`config.mk`:
```
export PLATFORM = sky130hd
export DESIGN_NAME = spi_sniffer_sample_extract
export DESIGN_NICKNAME = d
export VERILOG_FILES = /design/src/rtl/spi_sniffer_sample_extract.sv
export SDC_FILE = /design/constraint.sdc
export NUM_CORES = 1
export LEC_CHECK = 0
export CORE_MARGIN = 8
export CORE_UTILIZATION = 28
export CTS_CLUSTER_SIZE = 16
export DETAILED_ROUTE_END_ITERATION = 10
export PLACE_DENSITY_LB_ADDON = 0.25
export SYNTH_ARGS = -nofsm -noshare
export SYNTH_HDL_FRONTEND = slang
export SYNTH_SLANG_ARGS = --single-unit
```
`constraint.sdc`:
```
create_clock -name clk -period 1.8 [get_ports clk]
set_input_delay 0.36 -clock clk [delete_from_list [all_inputs] [get_ports clk]]
set_output_delay 0.36 -clock clk [all_outputs]
set_load 0.01 [all_outputs]
```
`src/rtl/spi_sniffer_sample_extract.sv`:
```
// spi_sniffer_sample_extract: passive SPI snooper that extracts one 16-bit sample per CS frame into the clk domain
module spi_sniffer_sample_extract #(
  parameter int SYNC_STAGES   = 2,
  parameter int SKIP_BYTES    = 1,
  parameter bit LITTLE_ENDIAN = 1'b1,
  parameter bit SCK_IDLE      = 1'b1
) (
  input  logic        clk,
  input  logic        rst_n,
  input  logic        rp2350_sck,
  input  logic        rp2350_cs,
  input  logic        rp2350_miso,
  output logic [15:0] sample,
  output logic        sample_valid,
  output logic        frame_err,
  output logic [7:0]  frames_ok
);
  localparam logic [1:0] IDLE  = 2'd0;
  localparam logic [1:0] SKIP  = 2'd1;
  localparam logic [1:0] DATA  = 2'd2;
  localparam logic [1:0] DONE  = 2'd3;
  localparam logic [1:0] START = (SKIP_BYTES == 0) ? DATA : SKIP;
  localparam int         WW    = $clog2(SYNC_STAGES + 2);
  logic [SYNC_STAGES-1:0] sck_sync, cs_sync, miso_sync;
  logic                   sck_d, cs_d;
  logic                   sck_s, cs_s, miso_s;
  logic                   sck_rise, cs_fall, cs_rise;
  logic [WW-1:0]          warm_cnt;
  logic                   ready;
  logic [1:0]             state;
  logic [4:0]             bit_cnt;
  logic [7:0]             byte_cnt;
  logic [15:0]            shreg;
  logic                   last;
  logic [15:0]            assembled;
  assign sck_s     = sck_sync[SYNC_STAGES-1];
  assign cs_s      = cs_sync[SYNC_STAGES-1];
  assign miso_s    = miso_sync[SYNC_STAGES-1];
  assign sck_rise  = !sck_d && sck_s;
  assign cs_fall   = cs_d && !cs_s;
  assign cs_rise   = !cs_d && cs_s;
  assign ready     = warm_cnt == WW'(SYNC_STAGES + 1);
  assign assembled = LITTLE_ENDIAN ? {shreg[7:0], shreg[15:8]} : shreg;
  // Synchronise the async bus pins; reset to idle levels so release creates no edge
  always_ff @(posedge clk or negedge rst_n) begin
    if (!rst_n) begin
      sck_sync  <= {SYNC_STAGES{SCK_IDLE}};
      cs_sync   <= '1;
      miso_sync <= '0;
      sck_d     <= SCK_IDLE;
      cs_d      <= 1'b1;
    end else begin
      sck_sync  <= {sck_sync[SYNC_STAGES-2:0], rp2350_sck};
      cs_sync   <= {cs_sync[SYNC_STAGES-2:0], rp2350_cs};
      miso_sync <= {miso_sync[SYNC_STAGES-2:0], rp2350_miso};
      sck_d     <= sck_s;
      cs_d      <= cs_s;
    end
  end
  // Ignore CS falls until the chains have flushed, so a reset released mid-frame waits for a new frame
  always_ff @(posedge clk or negedge rst_n) begin
    if (!rst_n) warm_cnt <= '0;
    else if (!ready) warm_cnt <= warm_cnt + WW'(1);
  end
  // Frame FSM: skip the command bytes, shift in 16 data bits, then ignore burst tail until CS rises
  always_ff @(posedge clk or negedge rst_n) begin
    if (!rst_n) begin
      state     <= IDLE;
      bit_cnt   <= '0;
      byte_cnt  <= '0;
      shreg     <= '0;
      last      <= 1'b0;
      frame_err <= 1'b0;
    end else begin
      last      <= 1'b0;
      frame_err <= 1'b0;
      if (cs_fall && ready) begin
        state    <= START;
        bit_cnt  <= '0;
        byte_cnt <= '0;
      end else if (cs_rise) begin
        state     <= IDLE;
        bit_cnt   <= '0;
        frame_err <= (state == DATA) || (state == SKIP && (bit_cnt != '0 || byte_cnt != '0));
      end else if (sck_rise && state == SKIP) begin
        bit_cnt <= (bit_cnt == 5'd7) ? 5'd0 : bit_cnt + 5'd1;
        if (bit_cnt == 5'd7) begin
          byte_cnt <= byte_cnt + 8'd1;
          if (byte_cnt == 8'(SKIP_BYTES - 1)) state <= DATA;
        end
      end else if (sck_rise && state == DATA) begin
        shreg   <= {shreg[14:0], miso_s};
        bit_cnt <= bit_cnt + 5'd1;
        if (bit_cnt == 5'd15) begin
          state <= DONE;
          last  <= 1'b1;
        end
      end
    end
  end
  // Publish the completed sample one cycle after the last data bit lands
  always_ff @(posedge clk or negedge rst_n) begin
    if (!rst_n) begin
      sample       <= '0;
      sample_valid <= 1'b0;
      frames_ok    <= '0;
    end else begin
      sample_valid <= last;
      sample       <= last ? assembled : sample;
      frames_ok    <= last ? frames_ok + 8'd1 : frames_ok;
    end
  end
endmodule
```
Word level (Yosys, flattened, before mapping)
Index checks and enable logic that the tools add are counted. W data, S select, Z words.

Equal/unequal tests: 8. Bitwise operators: 3. Add/subtract/negate cells: 4. Reductions and logical operators: 22. Muxes and demuxes: 23.

Operator list (number): $mux W8 (4); $mux W5 (5); $add A8 B1 Y8 const B (2); $mux W2 (7); $logic_not A8 Y1 (1); $ne A4 B3 Y1 const B (2); $reduce_and A4 Y1 (2); $reduce_bool A4 Y1 (2); $reduce_bool A8 Y1 (1); $logic_and A1 B1 Y1 (7); $mux W1 (7); $add A5 B1 Y5 const B (1); $eq A5 B3 Y1 const B (1); $eq A5 B4 Y1 const B (1); $reduce_bool A5 Y1 (1); $eq A2 B2 Y1 const B (2); $reduce_bool A2 Y1 (2); $logic_not A1 Y1 (3); $not A1 Y1 (3); $reduce_and A3 Y1 (1); $add A2 B1 Y2 const B (1); $eq A2 B1 Y1 const B (1); $logic_or A1 B1 Y1 (2); $ne A2 B1 Y1 const B (1).

Register bits: 68. Input port bits: 5. Output and inout bits: 26. Word-level logic and storage cells: 75.

Depth between registers and ports, before layout
Gate-level depths: netlist of run 1.

Depth after elaboration: 7. Depth in mapped cells: 7.

Worst setup path before layout of run 1
No wires, ideal clock.

Path type: register to register. From: reg warm_cnt[0]. To: reg shreg[0]. Slack: -0.015 ns. Stages on the path, launching flop included: 8. Arrival time: 1.690 ns. Path buffers: 2. Period minus slack after synthesis: 1.815 ns. Cell sequence: dfrtp_1 > ha_1 > and3b_1 > clkbuf_2 > nor2_2 > nand3_4 > buf_6 > mux2_4.

Longest elaborated chain between the ends: 4.

Ends and longest elaborated chain: from (decl) (RTL line 28) `logic [WW-1:0] warm_cnt;`; from (signal assigned) (RTL line 63) `else if (!ready) warm_cnt <= warm_cnt + WW'(1);`; $eq A2 B2 Y1 (RTL line 42) `assign ready = warm_cnt == WW'(SYNC_STAGES + 1);`; $logic_and A1 B1 Y1 (RTL line 77) `if (cs_fall && ready) begin`; $not A1 Y1 (no source line); $reduce_and A4 Y1 (no source line); to (signal assigned) (RTL line 92) `shreg <= {shreg[14:0], miso_s};`; to (decl) (RTL line 33) `logic [15:0] shreg;`.

No other way between the ends. A chain may end at the register's enable or synchronous reset.

Final worst setup path of run 1
From: reg bit_cnt[0]. To: reg bit_cnt[4].

Longest elaborated chain between the ends: 5. Elaborated cells between the ends (all ways): 7.

Ends and longest elaborated chain: from (decl) (RTL line 31) `logic [4:0] bit_cnt;`; from (signal assigned) (RTL line 86) `bit_cnt <= (bit_cnt == 5'd7) ? 5'd0 : bit_cnt + 5'd1;`; from (signal assigned) (RTL line 93) `bit_cnt <= bit_cnt + 5'd1;`; $add A5 B1 Y5 / $eq A5 B3 Y1 (equally long branches) (RTL line 86, 93); $mux W5, on equally long branches (RTL line 91, 86); $mux W5 (*) (RTL line 85) `end else if (sck_rise && state == SKIP) begin`; $mux W5 (*) (RTL line 81) `end else if (cs_rise) begin`; $mux W5 (*) (RTL line 77).

Mark *: on every way between the ends. The rest lies on a longest branch, timed or not. The select of a mux whose other input is x is not followed.

==> impl.org, run 1 <==
** Drt
- Signal routing reaches up to met4.
- The routed design uses 221 microns of met3 wire.
- Routed metal-1 wirelength :: 2.54 mm
- For this block, the initial DRC count from the detailed router was 83.
- ANT nets after route :: 0
- Number of remaining DRC errors :: 0
- Number of vias in the routed layout :: 1,820
- Met2 Wirelength :: 2.46 mm
- After detailed routing, the number of vias per cell comes to 4.44.
- For this run, the detailed router's first-pass iteration total came to 4.
- The routed design has 5.35 mm of wire.
- DR WL/cell :: 13.0 microns

** GRT
- Antenna violations before repair :: 0
- Summed over all layers, the global routing overflow is 0.
- The via count of the first global-routing pass is 1,903.
- Across every metal layer, demand over resource in global routing totals 8.40%.
- The first global-routing pass estimated 9.50 mm of wire.
- Entering global routing, the biggest net connects 69 pins.

** Clock network
- Clock Sinks :: 68
- TritonCTS built the clock tree.
- Number of H-tree levels :: 3
- Buffer type at the clock tree root :: sky130_fd_sc_hd__clkbuf_8
- The longest clock path from root to sink contains 2 buffers.
- Clock latency on the worst-skew pair :: 340 ps
- CTS clk-pin slew, worst paths :: 80 ps
- Hold-fix buffer count after cts :: 0
- Clock tree synthesis inserted a total of 9 buffers.

** Synth
- Share of the synthesized area in the top cell type :: 53.6%
- For this run, asynchronously set or reset flops after synthesis account for 100%.
- Cell count after synthesis :: 214
- The share of the Yosys chip area taken by registers is 59.1%.
- The largest total area in the synthesized netlist belongs to sky130_fd_sc_hd__dfrtp_1.
- Number of enable-type register cells in the synthesized netlist :: 0
- After synthesis, the mean cell area works out to 13.5 sq um.
- The number of nets handed over by synthesis was 226.
- Most used flip-flop cell after synthesis :: sky130_fd_sc_hd__dfrtp_1
- Synthesized flop and latch total :: 68
- Ranking of synthesized cells by area :: sky130_fd_sc_hd__dfrtp_1 54%, sky130_fd_sc_hd__mux2_2 7.0%, sky130_fd_sc_hd__dfstp_2 5.4%
- After synthesis, the netlist uses 48 different library cells.
- Yosys warnings :: 0
- The mapped netlist covers 2890 sq um.

** Worst setup path
- Data arrival, critical path :: 2000 ps
- The critical path is of the reg -> reg type.
- The worst setup path is launched from a flip-flop.
- In this run the worst path has a maximum fanout of 4.
- At the worst endpoint, the required time is 2070 ps.
- Among all stages on the critical path, the largest delay is contributed by sky130_fd_sc_hd__dfrtp_1.
- Critical Path Sink Type :: flip-flop
- On the critical path the largest part of the delay comes from adder cells.
- For this run, the slowest stage of the critical path takes 420 ps.
- WP buf/inv :: 1
- The critical path goes through ha_2, buf_4, and3_1, ha_1, a2111oi_1, a21oi_1, nor2_1.

** Layout
- In the final design database the tool counted 281 nets.
- Area of the multi-input gates :: 1170 sq um
- From synthesis to final layout, the design area changed by 30.1%.
- Sequential cell area :: 1710 sq um
- The number of antenna diodes in the final layout is 0.
- The post-route netlist has 28.5% of its cells at a drive strength greater than 1.
- After filler insertion, the fill cell instance count of the layout stands at 1,001.
- Highest-count cells in the layout ignoring fill and taps :: 61 x sky130_fd_sc_hd__dfrtp_1, 29 x sky130_fd_sc_hd__clkdlybuf4s50_1, 18 x sky130_fd_sc_hd__mux2_2
- Cells fill 37.0% of the core in the end.
- Leaving out fill and tap cells, the most frequent cell in the layout is sky130_fd_sc_hd__dfrtp_1.

** Timing
- Summed over all failing endpoints, the final setup total negative slack is 0 ps.
- The hold violation count in the final report is 0.
- Final Slew Violations :: 0
- The clock arrives with 9.47 ps of skew.
- The worst pin sits at a relative slew slack of 75.8%.
- Static timing analysis puts the maximum clock frequency at 0.581 GHz.
- Tmin final :: 1720 ps
- Final setup violation count :: 0
- Slew of the pin with the lowest slew margin :: 363 ps
- After layout, the worst path uses 95.6% of the clock period.

** Power and ir drop
- Across the VDD grid, the largest voltage drop is 0.398 mV.
- Power, Total :: 3.18 mW
- Power per standard cell area :: 845 nW/um^2
- Leakage power :: 1.73 nW

** Run
- Max-cap violations in this run came to 0.

** Placement
- At the end of routability-driven placement, the weighted congestion stood at 0.759.
- Buffers placed on the I/O ports in this run total 30.
- HPWL after DPL :: 3.62 mm

** Min path
- Hold WC Path Type :: in -> async

** Floorplanning
- For this design the top-level I/O count stands at 31.
- Die width :: 118 microns
- Measured along the y axis, the die boundary spans 118 microns.
- The floorplan step defined a die boundary enclosing 13,800 sq um.
- After floorplanning, the core was sized to cover 10,200 sq um.
- For this configuration, the core starts out at a cell density of 28.4%.
- The floorplan has 37 rows.

** Run status
- Outcome :: complete, no violations
==> final timing paths <==
path	cells past startpoint	end	slack, ps	startpoint
setup reg to reg	7	bit_cnt[4]	80	bit_cnt[0]
max in group asynchronous	2	cs_d	1440	rst_n
setup / recovery	7	bit_cnt[4]	80	bit_cnt[0]
min in group clk	0	cs_sync[1]	360	cs_sync[0]
hold reg to reg	0	cs_sync[1]	360	cs_sync[0]
hold / removal	2	frames_ok[7]	20	rst_n
==> final cells by class <==
| type | instances | area share, % |
|---|---|---|
| multi-input cells | 136 | 31.0 |
| flip-flops and latches | 68 | 45.4 |
| inverters | 6 | 0.598 |
| well taps | 136 | 4.52 |
| repair buffers | 48 | 12.1 |
| clock inverters | 6 | 2.99 |
| clock buffers | 10 | 3.39 |
==> timing repair <==
action | CTS | global route
endpoints found under the setup margin | 0 | 23
gates resized for setup | 0 | 7
setup buffers | 0 | 3
==> registers in the layout, indices dropped and copies added (netlist names) <==
| name | count |
|---|---|
| miso_sync | 2 |
| last | 1 |
| sck_sync | 2 |
| sck_d | 1 |
| byte_cnt | 8 |
| sample_valid | 1 |
| sample | 16 |
| cs_d | 1 |
| state | 2 |
| cs_sync | 2 |
| frames_ok | 8 |
| warm_cnt | 2 |
| shreg | 16 |
| bit_cnt | 5 |
| frame_err | 1 |
==> stage by stage <==
step | cells | hold slack, ps | instance area [sq um] | worst slack [ps]
2_1_floorplan | 214 | 64.4 | 2900 | 21.6
3_3_place_gp | 391 | 332 | 3460 | 55.4
3_5_place_dp | 391 | 343 | 3460 | 46.4
4_1_cts | 407 | 27.3 | 3700 | 18.4
5_1_grt | 410 | 39.7 | 3760 | -64.3
6_report | 410 | 16.6 | 3760 | 78.5
==> cells by family after synthesis <==
| logic type | synth area share, % |
|---|---|
| adder cells (fa/ha/maj) | 3.03 |
| buffers and inverters | 1.60 |
| XOR/XNOR | 3.63 |
| AND/OR/NAND/NOR | 12.6 |
| AO/OA/AOI/OAI | 5.28 |
| flip-flops | 59.1 |
| multiplexers | 14.7 |
==> routing by layer <==
layer | global-route usage (%) | up-vias
met3 | 2.83 | 10
met4 | 4.32 | 0
met5 | 0 | -
li1 | - | 877
met1 | 10.3 | 895
met2 | 12.9 | 38
==> cells in the mapped netlist, types with 3 or more instances <==
cell type,count
sky130_fd_sc_hd__dfstp_2,6
sky130_fd_sc_hd__nand4_1,6
sky130_fd_sc_hd__ha_1,7
sky130_fd_sc_hd__nand3_1,6
sky130_fd_sc_hd__inv_1,6
sky130_fd_sc_hd__a21oi_1,8
sky130_fd_sc_hd__nor3_1,4
sky130_fd_sc_hd__nor2b_1,3
sky130_fd_sc_hd__nor2_1,7
sky130_fd_sc_hd__dfrtp_1,62
sky130_fd_sc_hd__mux2_4,9
sky130_fd_sc_hd__o21ai_0,4
sky130_fd_sc_hd__nand2b_1,3
sky130_fd_sc_hd__nand2_1,9
sky130_fd_sc_hd__mux2_2,18
sky130_fd_sc_hd__xnor2_1,10
sky130_fd_sc_hd__and3_1,3
sky130_fd_sc_hd__mux2_1,7
==> where the power goes <==
| part | switching [mW] | internal, mW |
|---|---|---|
| Clock | 0.583 | 0.923 |
| Combinational | 0.0717 | 0.0433 |
| Sequential | 0.0116 | 1.55 |
(Power assumes the default switching activity.)
==> run 2: changes to the inputs <==
--- a/config.mk
+++ b/config.mk
@@ -5,6 +5,7 @@
 export SDC_FILE = /design/constraint.sdc
 export NUM_CORES = 1
 export LEC_CHECK = 0
+export CORE_ASPECT_RATIO = 1.25
 export CORE_MARGIN = 8
 export CORE_UTILIZATION = 28
 export CTS_CLUSTER_SIZE = 16
==> run 2 against run 1 <==
Die area is 0.14% higher. Routed wire length up 4.4%. Worst setup slack gained 7.6 ps. Clock-buffer cell count is 2 higher. Critical path type is now reg -> out. Critical endpoint is now frames_ok[0].
==> impl.org, run 2 (same netlist as run 1, synthesis figures left out) <==
** Run status
- The run finished with clean final reports.

** Worst setup path
- The worst endpoint required time was 1440 ps (-630 ps).
- WP buf/inv :: 1 (unchanged)
- Slowest stage delay, CP :: 580 ps (+160 ps)
- The largest individual stage delay along the critical path comes from the cell sky130_fd_sc_hd__clkdlybuf4s50_1.
- Top cell family by delay on the critical path :: buffers and inverters
- Critical Path Sink Type :: output port
- Data arrival, critical path :: 1350 ps (-650 ps)
- CP max FO :: 6 (+2)
- Startpoint types :: flip-flop
- Walking the worst path, the cells encountered are clkdlybuf4s50_1.
- Worst Path Class, Setup :: reg -> out

** Floorplanning
- Die height :: 130 microns (+10%)
- Placeable core region :: 10,100 sq um (-0.77%)
- The cell row count is 41 (+11%).
- Die width :: 107 microns (-9.1%)
- Effective utilization at floorplan :: 28.6% (+0.22 points)
- The count of pins on the block boundary is 31 (unchanged).
- Overall die area :: 13,900 sq um (+0.14%)

** Drt
- Number of iterations in the first detailed-routing pass :: 4 (unchanged)
- Average vias per placed instance :: 4.55 (+2.4%)
- The number of nets still failing antenna checks after routing is 0 (unchanged).
- Total routed wirelength :: 5.58 mm (+4.4%)
- Number of remaining DRC errors :: 0 (unchanged)
- The count of vias placed by the detailed router is 1,809 (-0.60%).
- The number of violations reported at the end of detailed-routing iteration 0 was 89 (+7.2%).
- The routed length per placed instance is 14.0 microns (+7.5%).

** Power and ir drop
- The fraction of power consumed by the clock network is 52.8% (+5.4 points).
- The power spent charging and discharging nets came to 0.713 mW (+6.9%).
- The switching part of the total is 20.1% (-0.91 points).
- Power per standard cell area :: 938 nW/um^2 (+11%)
- The sequential power share is 44.0% (-5.0 points).
- The internal power of the cells was 2.84 mW (+13%).
- The portion of total power attributed to combinational logic is 3.2% (-0.4 points).
- The leakage dissipation came to 1.73 nW (+0.25%).
- The largest vdd supply drop is 0.467 mV (+17%).

** Layout
- Layout net count :: 276 (-1.8%)
- Most common cell after layout, fill and taps aside :: sky130_fd_sc_hd__dfrtp_1
- The total inserted antenna cells was 0 (unchanged).
- Final standard cell area without fillers :: 3790 sq um (+0.63%)
- Registers with the most flip-flops :: sample (16), shreg (16)
- Highest-count cells in the layout ignoring fill and taps :: 62 x sky130_fd_sc_hd__dfrtp_1, 29 x sky130_fd_sc_hd__clkdlybuf4s50_1, 18 x sky130_fd_sc_hd__mux2_2
- The number of fill cells in the layout came to 950 (-5.1%).
- Fraction of final layout cells sized beyond drive strength 1 :: 25.3% (-3.2 points)
- From synthesis to final layout, the design area changed by 31.0%.

** Timing
- Final period util :: 95.2% (-0.42 points)
- Final worst setup slack :: 86.1 ps (+7.56 ps)
- The relative max-transition margin came to 63.1% (-13 points).
- Setup repair after global routing left no endpoint under its margin.
- The final-report setup violation count is 0 (unchanged).
- Max frequency :: 0.583 GHz (+0.44%)
- Tmin final :: 1710 ps (-7.56 ps)
- Skew final :: 8.30 ps (-1.17 ps)
- The count of pins over their slew limit was 0 (unchanged).
- Slew of the pin with the lowest slew margin :: 554 ps (+191 ps)
- Final hold vios :: 0 (unchanged)

** Clock network
- CTS clk-pin slew, worst paths :: 60 ps (-20 ps)
- The tree is rooted in a sky130_fd_sc_hd__clkbuf_16.
- Clock Sinks :: 68 (unchanged)
- Hold-fix buffer count after cts :: 0 (unchanged)
- Clock Tree Buf Depth :: 2 (unchanged)
- The clock latency reported for the late side of the worst-skew pair is 330 ps (about the same).
- The number of buffers created by CTS was 9 (unchanged).
- Number of H-tree levels :: 3 (unchanged)
- TritonCTS built the clock tree.

** Run
- Number of max-capacitance violations reported :: 0 (unchanged)

** GRT
- The wire length of the first global-routing pass was 9.77 mm (+2.8%).
- The pin count of the biggest net entering global routing is 29 (-58%).
- The aggregate global-route resource usage was 9.03% (+0.63 points).
- The via count of the first global-routing pass is 1,944 (+2.2%).
- Overflow after GRT :: 0 (unchanged)
- The initial antenna violation count came to 0 (unchanged).

** Min path
- The worst hold path belongs to the class in -> async.

** Placement
- Routability cong. :: 0.796 (+4.9%)
- The placed instance area came to 3420 sq um (-1.2%).
- Number of input and output port buffers inserted :: 30 (unchanged)
- HPWL after DPL :: 3.96 mm (+9.4%)
- The pre-CTS setup slack was 5.60 ps (-40.8 ps).
[run 2: cell count changes in the layout (fill, tap and decap cells not counted), sizes merged]
cell / change
buf: -5
clkbuf: +2
clkinv: -2
bufinv: -1
clkinvlp: +1
[run 2: metal layers]
layer / global-route usage [%] / wire [microns]
met5: 0 / 0
met4: 5.89 / 137
met3: 3.13 / 267
met2: 14.3 / 2730
met1: 10.1 / 2450
[run 2: metrics by stage]
step	setup TNS, ps	utilization, %	instances	hold WS, ps	total power, mW
6_report	0	37.5	398	11.6	3.55
5_1_grt	0	37.5	398	47.7	3.69
4_1_cts	0	37.1	394	19.6	3.62
3_5_place_dp	0	33.9	378	335	1.71
3_3_place_gp	-26.9	33.9	378	337	1.71
2_1_floorplan	0	-	214	64.4	1.64
[run 2: area by class of cell]
type                            count  area [sq um]  area share, %
Clock buffer                       12           246           6.51
Clock inverter                      4          72.6           1.92
Inverter                            6          22.5          0.594
Multi-Input combinational cell    136          1160           30.6
Sequential cell                    68          1710           45.1
Tap cell                          129           161           4.26
Timing Repair Buffer               43           418           11.0
[run 2: final timing paths]
path	startpoint	end	slack [ps]	cells past startpoint
max	frames_ok[0]	frames_ok[0]	90	1
min	rst_n	shreg[13]	10	1
max reg2reg	bit_cnt[0]	byte_cnt[6]	90	5
min reg2reg	miso_sync[0]	miso_sync[1]	340	0
max in group asynchronous	rst_n	cs_sync[0]	1210	2
min in group clk	miso_sync[0]	miso_sync[1]	340	0
[run 2: power groups by stage]
stage / combinational (mW) / sequential (mW) / clock (mW)
detailed placement: 0.119 / 1.59 / 0
CTS: 0.119 / 1.56 / 1.93
global placement: 0.119 / 1.59 / 0
finish: 0.115 / 1.56 / 1.88
global route: 0.134 / 1.57 / 1.99
floorplan: 0.0494 / 1.59 / 0
[run 2: timing repair]
action	4_1_cts	5_1_grt
endpoints found under the setup margin	2	20
hold endpoints to repair	0	0
setup buffers	0	4
gates resized for setup	1	2
